$ cat src/rtl/recognizer_arbiter.sv
// Two-channel arbiter that feeds symbol sessions into a shared sequence recognizer
// and reports each session's verdict, symbol count and owning channel.
//
// state   | meaning
// IDLE    | waiting for a requester; grant chosen here
// CLEAR   | one-cycle recognizer clear, session counters reset
// FEED    | granted channel ready; next symbol captured
// STROBE  | one-cycle strobe of the captured symbol
// CHECK   | recognizer verdict sampled
// DRAIN   | verdict known, remaining symbols swallowed up to last
// REPORT  | one-cycle result pulse
module recognizer_arbiter #(
  parameter int TIMEOUT = 16
) (
  input  logic       clk,
  input  logic       reset,
  input  logic       req0_valid,
  input  logic [6:0] req0_sym,
  input  logic       req0_last,
  output logic       req0_ready,
  input  logic       req1_valid,
  input  logic [6:0] req1_sym,
  input  logic       req1_last,
  output logic       req1_ready,
  output logic [6:0] rec_sym,
  output logic       rec_strobe,
  output logic       rec_reset,
  input  logic [3:0] rec_state,
  output logic       res_valid,
  output logic       res_ch,
  output logic [2:0] res_code,
  output logic [7:0] res_count
);

  localparam int TW = $clog2(TIMEOUT + 1);
  localparam logic [TW-1:0] TMO_LOAD = TW'(TIMEOUT);

  localparam logic [2:0] CODE_NONE = 3'b000;
  localparam logic [2:0] CODE_ACC_A = 3'b001;
  localparam logic [2:0] CODE_ACC_B = 3'b010;
  localparam logic [2:0] CODE_REJ = 3'b011;
  localparam logic [2:0] CODE_INCOMP = 3'b100;
  localparam logic [2:0] CODE_TMO = 3'b101;

  typedef enum logic [2:0] {
    S_IDLE, S_CLEAR, S_FEED, S_STROBE, S_CHECK, S_DRAIN, S_REPORT
  } state_t;

  state_t        state_q, state_d;
  logic          grant_q, grant_d;
  logic          last_ch_q, last_ch_d;
  logic [6:0]    sym_q, sym_d;
  logic          last_q, last_d;
  logic [7:0]    count_q, count_d;
  logic [2:0]    code_q, code_d;
  logic [TW-1:0] tmo_q, tmo_d;
  logic          res_ch_q, res_ch_d;
  logic [2:0]    res_code_q, res_code_d;
  logic [7:0]    res_count_q, res_count_d;

  logic       g_valid;
  logic [6:0] g_sym;
  logic       g_last;
  logic       tmo_hit;

  assign g_valid = grant_q ? req1_valid : req0_valid;
  assign g_sym   = grant_q ? req1_sym : req0_sym;
  assign g_last  = grant_q ? req1_last : req0_last;
  assign tmo_hit = (tmo_q <= TW'(1));

  always_ff @(posedge clk) begin
    if (reset) begin
      state_q     <= S_IDLE;
      grant_q     <= 1'b0;
      last_ch_q   <= 1'b1;  // "last served = ch1" makes ch0 win the first tie
      sym_q       <= '0;
      last_q      <= 1'b0;
      count_q     <= '0;
      code_q      <= CODE_NONE;
      tmo_q       <= '0;
      res_ch_q    <= 1'b0;
      res_code_q  <= CODE_NONE;
      res_count_q <= '0;
    end else begin
      state_q     <= state_d;
      grant_q     <= grant_d;
      last_ch_q   <= last_ch_d;
      sym_q       <= sym_d;
      last_q      <= last_d;
      count_q     <= count_d;
      code_q      <= code_d;
      tmo_q       <= tmo_d;
      res_ch_q    <= res_ch_d;
      res_code_q  <= res_code_d;
      res_count_q <= res_count_d;
    end
  end

  always_comb begin
    state_d     = state_q;
    grant_d     = grant_q;
    last_ch_d   = last_ch_q;
    sym_d       = sym_q;
    last_d      = last_q;
    count_d     = count_q;
    code_d      = code_q;
    tmo_d       = tmo_q;
    res_ch_d    = res_ch_q;
    res_code_d  = res_code_q;
    res_count_d = res_count_q;

    case (state_q)
      S_IDLE: begin
        if (req0_valid || req1_valid) begin
          grant_d = (req0_valid && req1_valid) ? ~last_ch_q : req1_valid;
          state_d = S_CLEAR;
        end
      end
      S_CLEAR: begin
        count_d = '0;
        code_d  = CODE_NONE;
        tmo_d   = TMO_LOAD;
        state_d = S_FEED;
      end
      S_FEED: begin
        if (g_valid) begin
          sym_d   = g_sym;
          last_d  = g_last;
          count_d = (count_q == 8'hFF) ? count_q : count_q + 8'd1;
          tmo_d   = TMO_LOAD;
          state_d = S_STROBE;
        end else if (tmo_hit) begin
          code_d  = CODE_TMO;
          state_d = S_REPORT;
        end else begin
          tmo_d = tmo_q - TW'(1);
        end
      end
      S_STROBE: state_d = S_CHECK;
      S_CHECK: begin
        // unlisted recognizer codes fall through as "still in progress"
        case (rec_state)
          4'b1001: code_d = CODE_ACC_A;
          4'b1010: code_d = CODE_ACC_B;
          4'b1000: code_d = CODE_REJ;
          default: code_d = CODE_NONE;
        endcase
        if (code_d != CODE_NONE) begin
          state_d = last_q ? S_REPORT : S_DRAIN;
        end else if (last_q) begin
          code_d  = CODE_INCOMP;
          state_d = S_REPORT;
        end else begin
          state_d = S_FEED;
        end
      end
      S_DRAIN: begin
        if (g_valid) begin
          tmo_d = TMO_LOAD;
          if (g_last) state_d = S_REPORT;
        end else if (tmo_hit) begin
          code_d  = CODE_TMO;
          state_d = S_REPORT;
        end else begin
          tmo_d = tmo_q - TW'(1);
        end
      end
      S_REPORT: begin
        last_ch_d = grant_q;
        state_d   = S_IDLE;
      end
      default: state_d = S_IDLE;
    endcase

    // result registers load on entry to REPORT so they are stable during the pulse
    if (state_d == S_REPORT && state_q != S_REPORT) begin
      res_ch_d    = grant_q;
      res_code_d  = code_d;
      res_count_d = count_d;
    end
  end

  always_comb begin
    req0_ready = 1'b0;
    req1_ready = 1'b0;
    rec_strobe = 1'b0;
    res_valid  = 1'b0;
    rec_reset  = reset;
    rec_sym    = '0;
    res_ch     = 1'b0;
    res_code   = '0;
    res_count  = '0;
    if (!reset) begin
      req0_ready = (state_q == S_FEED || state_q == S_DRAIN) && !grant_q;
      req1_ready = (state_q == S_FEED || state_q == S_DRAIN) && grant_q;
      rec_strobe = (state_q == S_STROBE);
      res_valid  = (state_q == S_REPORT);
      rec_reset  = (state_q == S_CLEAR);
      rec_sym    = sym_q;
      res_ch     = res_ch_q;
      res_code   = res_code_q;
      res_count  = res_count_q;
    end
  end

endmodule

$ cat config.mk
export PLATFORM = sky130hd
export DESIGN_NAME = recognizer_arbiter
export DESIGN_NICKNAME = d
export VERILOG_FILES = /design/src/rtl/recognizer_arbiter.sv
export SDC_FILE = /design/constraint.sdc
export NUM_CORES = 1
export LEC_CHECK = 0
export BUFFER_PORTS_ARGS = -buffer_cell sky130_fd_sc_hd__buf_2
export CAP_MARGIN = 20
export CORE_MARGIN = 10
export CORE_UTILIZATION = 58
export DETAILED_ROUTE_END_ITERATION = 12
export GPL_TIMING_DRIVEN = 1
export PLACE_DENSITY = 0.9
export SLEW_MARGIN = 25
export SYNTH_ARGS = -nofsm -noshare
export SYNTH_HDL_FRONTEND = slang
export SYNTH_SLANG_ARGS = --single-unit
$ cat constraint.sdc
create_clock -name clk -period 4.9 [get_ports clk]
set_input_delay 0.735 -clock clk [delete_from_list [all_inputs] [get_ports clk]]
set_output_delay 0.735 -clock clk [all_outputs]
set_load 0.05 [all_outputs]
== After elaboration in Yosys (flattened, before gate mapping) ==
Index checks and enable logic that the tools add are counted.

* Word-level logic and storage cells: 77
* Flip-flop bits (word level): 41
* Output and inout bits: 24
* Bits of input ports: 24

* Add/sub/neg operators: 2
* Magnitude comparators: 1
* Equality and inequality tests: 13
* Bitwise logic cells: 1
* Muxes and demuxes: 35
* Reductions and logical operators: 14

{| class="wikitable"
|+ Operators by type and width
! operator !! count
|-
| two-way mux 3 bit || 13
|-
| two-way mux 8 bit || 3
|-
| case mux 3 bit (6 select lines) || 1
|-
| case mux 8 bit (2 select lines) || 1
|-
| two-way mux 7 bit || 2
|-
| == test 3 bit, second input constant || 4
|-
| == test 4 bit, second input constant || 3
|-
| two-way mux 5 bit || 2
|-
| case mux 5 bit (2 select lines) || 1
|-
| two-way mux 1 bit || 9
|-
| case mux 3 bit (3 select lines) || 1
|-
| adder 8 x 1 -> 8 bit, second input constant || 1
|-
| == test 8 bit, second input constant || 1
|-
| == test 3 x 2 -> 1 bit, second input constant || 2
|-
| != test 3 bit, second input constant || 2
|-
| case mux 2 bit (3 select lines) || 1
|-
| AND reduction 2 bit || 3
|-
| <= comparator 5 x 1 -> 1 bit, second input constant || 1
|-
| subtractor 5 x 1 -> 5 bit, second input constant || 1
|-
| logical AND 1 bit || 4
|-
| == test 3 x 1 -> 1 bit, second input constant || 1
|-
| zero test 3 bit || 1
|-
| nonzero test 3 bit || 1
|-
| logical OR 1 bit || 2
|-
| 5 further kinds || 5
|}

== Depth between registers and ports, before layout ==
Gate-level depths: netlist of run 1.

* Word-level depth: 8
* Mapped depth: 9
* Depth with buffers taken out: 8

== Worst setup path after synthesis of run 1 ==
Ideal clock, no wire load.

* Path type: input-to-output
* Start: in reset
* End: out rec_strobe
* Cell stages on the path: 2
* Arrival: 2.470 ns
* Setup slack: 1.695 ns
* Path buffers: 1
* Data required time: 4.165 ns
* Path through: clkbuf_1 -> nor4bb_1

* Word-level cells in the longest chain between the ends: 1

{| class="wikitable"
|+ Ends and longest elaborated chain
! what !! line !! text
|-
| start: declaration || 16 || <nowiki>input logic reset,</nowiki>
|-
| two-way mux 1 bit || 193 || <nowiki>if (!reset) begin</nowiki>
|-
| end: declaration || 26 || <nowiki>output logic rec_strobe,</nowiki>
|}

Every way passes these cells.

== Worst setup path after layout of run 1 ==
* Start: reg state_q[1]
* End: out req1_ready

* Word-level cells in the longest chain between the ends: 4
* Elaborated cells between the ends (all ways): 5
* Those cells by class: 2 x eq/ne; 1 x mux; 2 x reduce/logical

{| class="wikitable"
|+ Ends and longest elaborated chain
! what !! line !! text
|-
| start: declaration || 49 || <nowiki>state_t state_q, state_d;</nowiki>
|-
| start signal: assignment || 85 || <nowiki>state_q <= state_d;</nowiki>
|-
| == test 3 x 2 -> 1 bit / == test 3 bit (equally long branches) || 195 || <nowiki>req1_ready = (state_q == S_FEED || state_q == S_DRAIN) && grant_q;</nowiki>
|-
| logical OR 1 bit (*) || 195 ||
|-
| logical AND 1 bit (*) || 195 ||
|-
| two-way mux 1 bit (*) || 193 ||
|-
| end: declaration || 24 || <nowiki>output logic req1_ready,</nowiki>
|}

Mark *: on every way between the ends. The rest lies on a longest branch, timed or not.

==> results of run 1 <==
-- metrics by stage --
step / instances / setup WS (ps)
floorplan: 259 / 1700
global placement: 339 / 2110
detailed placement: 339 / 2100
CTS: 347 / 2000
global route: 347 / 1810
finish: 347 / 2020
-- worst register-to-register path: cells and delay by family (launching register included) --
kind | cells | cell delay (ps)
mux | 2 | 930
compound gates | 2 | 910
flops | 1 | 810
simple gates | 1 | 120
-- routing by layer --
layer  vias up  track usage [%]
li1       1001                -
met3        11             5.18
met1       920             20.5
met2        50             29.0
met4         0             8.16
met5         -                0
-- cells in the mapped netlist (2+ instances only) --
cell type / n
xor2_1: 3
and3_1: 3
o211ai_1: 3
nand2b_1: 4
o21a_1: 2
mux2i_1: 17
or4_1: 2
o21bai_1: 2
and4_1: 2
a211oi_1: 9
xnor2_1: 2
clkbuf_1: 7
buf_6: 2
nor3_1: 5
dfxtp_1: 41
o21ai_0: 5
nand3_1: 7
a21oi_1: 8
a211oi_2: 5
buf_1: 4
ha_1: 3
nand3b_1: 2
nor3b_1: 3
buf_2: 3
o31ai_1: 2
a31oi_1: 3
inv_1: 5
nor2_1: 41
nor2b_1: 25
mux2_2: 2
a32oi_1: 2
nand2_1: 14
nand4_1: 4
-- registers in the layout, summed over array words and instances, names as in the netlist --
signal / cells
last_ch_q: 1
res_ch_q: 1
res_code_q: 3
code_q: 3
count_q: 8
sym_q: 7
res_count_q: 8
grant_q: 1
tmo_q: 5
state_q: 3
last_q: 1
-- cell type report --
class | instances | area (sq um)
Multi-Input combinational cell | 197 | 1320
Fill cell | 312 | 1110
Sequential cell | 41 | 821
Timing Repair Buffer | 48 | 243
Clock buffer | 6 | 72.6
Tap cell | 48 | 60.1
Clock inverter | 2 | 38.8
Inverter | 5 | 18.8
-- kinds of logic (layout without fill, tap and decap cells) --
| group | Yosys count | in the layout | share of synthesized area [%] |
|---|---|---|---|
| AO/OA/AOI/OAI | 48 | 48 | 16.5 |
| flip-flops | 41 | 41 | 36.7 |
| adder cells (fa/ha/maj) | 3 | 3 | 1.68 |
| XOR/XNOR | 5 | 5 | 1.96 |
| AND/OR/NAND/NOR | 121 | 121 | 29.6 |
| buffers and inverters | 21 | 61 | 4.36 |
| multiplexers | 20 | 20 | 9.22 |
-- final timing paths --
path | startpoint | end | cells after the start
worst max register to register | grant_q$_SDFFE_PP0P_ | res_count_q[7]$_SDFFE_PP0P_ | 5
worst min-delay path | tmo_q[1]$_SDFFE_PP0P_ | tmo_q[1]$_SDFFE_PP0P_ | 2
worst max-delay path | state_q[1]$_SDFF_PP0_ | req1_ready | 4
worst min register to register | tmo_q[1]$_SDFFE_PP0P_ | tmo_q[1]$_SDFFE_PP0P_ | 2
-- report_power, final --
group | internal, uW | switching, uW | total, uW
Sequential | 385 | 74.3 | 460
Combinational | 174 | 278 | 452
Clock | 153 | 122 | 275
Total | 712 | 473 | 1190
-- cell usage in the layout, fill, tap and decap left out, types with 2 or more instances in the layout --
master,count
a211oi_1,9
a211oi_2,5
a21oi_1,8
a31oi_1,3
a32oi_1,2
and3_1,3
and4_1,2
buf_2,47
clkbuf_8,5
dfxtp_1,41
ha_1,3
inv_1,5
mux2_2,2
mux2i_1,17
nand2_1,14
nand2b_1,4
nand3_1,7
nand3b_1,2
nand4_1,4
nor2_1,41
nor2b_1,25
nor3_1,5
nor3b_1,3
o211ai_1,3
o21a_1,2
o21ai_0,5
o21bai_1,2
o31ai_1,2
or4_1,2
xnor2_1,2
xor2_1,3
==> metrics.txt, run 1 <==
outcome=completed; placed cell area=2460 sq um; final setup fails=0; Post-DRT Antenna Nets=0; utilization after layout=69.8%; Post-CTS Setup Inserts=0; Hold Vio Cnt, Final=0; Synth Cell Area=2240 sq um; DIE AREA=6740 sq um; Peak VDD IR=255 uV; GRT Resource Usage Total=17.5%; CTS tree=done; EDFF count, synth=0; global-route wire length before repair=9390 microns; top cells by area, synth=dfxtp_1, mux2i_1, nor2b_1; setup slack, reg-to-reg=2040 ps; Post-CTS Hold Fix Bufs=0; Fin Clk Skew=6.52 ps; uppermost layer routed=met4; Die Y-Extent=82.1 microns; routed wl met2=2670 microns; top cell type's share of synthesized area=36.7%; Final Max Slew Viols=0; slowest CP cell=dfxtp_1; # DRC=0; CP Class=reg -> out; Setup crit end kind=primary output; overall power=1190 uW; post-DR vias/cell=5.71; WP data required=4160 ps; clock root buffer master=clkbuf_8; I/O Buffers=47; Final GP Congestion=0.838; crit-path cells=nor3b_4 -> a21oi_1 -> nor3b_1 -> buf_2; Synth Flop Type=dfxtp_1; worst min path class=reg -> reg; cell area power density=461 nW/um^2; RSZ-0062 raised after global routing=false; Mapped Nets=286; hold_ws=484 ps; num rows=22; met3 WL=306 microns; minimum clock period=2880 ps; die width=82.1 microns; fin crit share=58.8%; largest net degree at the start of global routing=52; number of max-cap violations=0; Wirelength per Cell=15.2 microns; IO Pins=48; global route overflow=0; dpl hpwl=3850 microns; Clock Sinks=41; initial antenna violation count=0; Worst-Margin Slew=989 ps; First-pass DRT Iterations=4; Seq cells post-synth=41; vias in the first global route=2107; WP buf/inv=1; WL met1=2170 microns; Arr. time, crit path=2150 ps; Seq/Total Area, Yosys=36.7%; clock-pin slew on the worst setup and hold paths=80 ps; post-synthesis async set-or-reset flop share=0%; synth warn=0; H-tree Lvls=2; setup_tns=0 ps; Max Fanout on Critical Path=15; Pleak=0.00101 uW; synth unique cells=50; n_diodes=0; normalized max-slew margin=33.8%; Cells after Synth=259; Core ar.=3690 sq um; routed via count=1982; number of buffers created by CTS=5; Crit path largest cell delay=630 ps; initial DRC count=218; Initial Utilization=60.7%; Layout Nets=325; PostCTS Resize Cnt=0; Max clock buf depth=2; post-layout instance area=2570 sq um; Synth area leader=dfxtp_1; share of layout cells above drive strength 1=22.7%; DRT Wirelength=5260 microns; worst skew pair latency=300 ps; Crit path max-delay family=simple AND/OR/NAND/NOR gates; fmax=0.347 GHz; Worst Setup Start Kind=flip-flop; area added between synthesis and finish=15.0%; Post-Syn Area per Cell=8.64 sq um
(Power assumes the default switching activity.)
==> inputs of run 2 (changes only) <==
Settings changed: ABC_AREA set to 1, CORE_UTILIZATION 58 to 55, PLACE_DENSITY 0.9 to 0.86.
Clock period 4.9 ns to 2.8 ns, I/O delays scaled along.
==> run 2 against run 1 <==
Combinational power rose by 140%. Power increased by 100%. Non-clock buffer count increased by 2.
==> metrics.txt, run 2 <==
fin crit share=77.6%; largest net degree at the start of global routing=26; Post-CTS Setup Inserts=0; worst skew pair latency=300 ps; most frequent cell after synthesis=nand2_1; minimum clock period=2170 ps; Clock Sinks=41; share of layout cells above drive strength 1=20.4%; H-tree Lvls=2; Peak VDD IR=441 uV; R2R Path Start=grant_q$_SDFFE_PP0P_; Max Fanout on Critical Path=12; Hold Vio Cnt, Final=0; EDFF count, synth=0; DIE AREA=7330 sq um; Layout fillers=372; normalized max-slew margin=63.4%; worst min path class=in -> reg; routed via count=2395; top post-synthesis cells by count=nand2_1, nor2_1, inv_1; top cells by area, synth=dfxtp_1, nand2_1, nor2_1; FF-to-FF path depth=10; final setup fails=0; post-synthesis async set-or-reset flop share=0%; Pleak=0.00133 uW; Fin Clk Skew=6.68 ps; Cells after Synth=369; Layout Nets=442; dpl hpwl=4270 microns; DRT Wirelength=5820 microns; GRT Resource Usage Total=15.9%; synth warn=0; Wirelength per Cell=12.5 microns; CTS tree=done; Synth area leader=dfxtp_1; Core ar.=4090 sq um; Worst Setup Start Kind=flip-flop; CP Class=reg -> out; setup slack, reg-to-reg=820 ps; Worst-Margin Slew=549 ps; dpl ws=850 ps; commonest cells after routing, fill and taps aside=nand2_1, nor2_1, inv_1; Post-Syn Area per Cell=6.42 sq um; num rows=23; n_diodes=0; setup_tns=0 ps; number of max-cap violations=0; end of the worst hold path=sym_q[3]$_SDFFE_PP0P_; Setup crit end kind=primary output; RR Endpoint=res_count_q[7]$_SDFFE_PP0P_; Final GP Congestion=0.990; Die Y-Extent=85.6 microns; PostCTS Resize Cnt=0; Worst Hold Depth=3; First-pass DRT Iterations=4; vias in the first global route=2306; I/O Buffers=47; utilization after layout=67.1%; fmax=0.460 GHz; hold_sp=req0_sym[3]; global-route wire length before repair=9870 microns; Post-CTS Hold Fix Bufs=0; # DRC=0; Initial Utilization=58.0%; post-DR vias/cell=5.14; RSZ-0062 raised after global routing=false; Synth Flop Type=dfxtp_1; die width=85.6 microns; Final Max Slew Viols=0; top cell type's share of synthesized area=34.7%; global route overflow=0; Post-DRT Antenna Nets=0; number of buffers created by CTS=5; PnR worst setup slack=626 ps; clock-pin slew on the worst setup and hold paths=80 ps; Largest regs=count_q (8), res_count_q (8), sym_q (7); Seq cells post-synth=41; Synth Cell Area=2370 sq um; cell area power density=874 nW/um^2; Max clock buf depth=2; WP data required=2380 ps; Seq/Total Area, Yosys=34.7%; Mapped Nets=396; IO Pins=48; area added between synthesis and finish=15.7%; initial DRC count=218; initial antenna violation count=0; clock root buffer master=clkbuf_8; Arr. time, crit path=1750 ps; commonest non-fill, non-tap cell in the layout=nand2_1; synth unique cells=34; outcome=completed
-- run 2: cell types whose count changed after synthesis, sizes merged, moves of 12 or more --
cell	previous run	this run
nand3	7	26
inv	5	56
nor2	41	74
a21oi	8	20
nand2	14	92
o21ai	5	18
nor2b	25	0
mux2i	18	0
a211oi	15	2
-- run 2: area by class of cell --
cell class	count	area, sq um	area share, %
clock buffers	6	82.6	3.01
clock inverters	2	37.5	1.37
inverters	56	213	7.76
multi-input cells	261	1270	46.2
flip-flops and latches	41	821	30.0
well taps	50	62.6	2.28
repair buffers	50	258	9.41
-- run 2: cells by family after synthesis --
logic type / synth area share (%)
AND/OR/NAND/NOR: 37.8
buffers and inverters: 11.9
AO/OA/AOI/OAI: 13.3
flip-flops: 34.7
adder cells (fa/ha/maj): 1.58
XOR/XNOR: 0.740
-- run 2: metal layers --
layer  global-route usage [%]  part of all wire [%]  up-vias
met1                     19.0                    47     1069
met2                     26.2                    46       71
met3                     4.92                   6.0        9
met5                        0                     0        -
met4                     5.39                   1.4        0
li1                         -                     -     1246
-- run 2: worst max path at each step --
stage,from,to,cells after the start
finish,grant_q$_SDFFE_PP0P_,req1_ready,3
global route,state_q[0]$_SDFF_PP0_,req1_ready,5
floorplan,grant_q$_SDFFE_PP0P_,req1_ready,4
detailed placement,grant_q$_SDFFE_PP0P_,res_count_q[7]$_SDFFE_PP0P_,10
global placement,grant_q$_SDFFE_PP0P_,res_count_q[7]$_SDFFE_PP0P_,10
CTS,grant_q$_SDFFE_PP0P_,req1_ready,3
-- run 2: through the flow --
step	hold slack (ps)	cells	total power [uW]	instance area, sq um
floorplan	442	369	1700	2370
global placement	470	458	1850	2620
detailed placement	470	458	1880	2620
CTS	377	466	2390	2740
global route	370	466	2570	2740
finish	379	466	2390	2740
-- run 2: power breakdown --
part	leakage (uW)	internal (uW)	switching, uW
logic	0.000936	329	767
registers	0.000333	703	89.2
clock network	0.0000574	290	216
total	0.00133	1320	1070
-- run 2: worst max-delay path: stages, from the launching register on --
cell	delay, ps
dfxtp_1	640
inv_2	220
nor3_1	280
buf_2	310
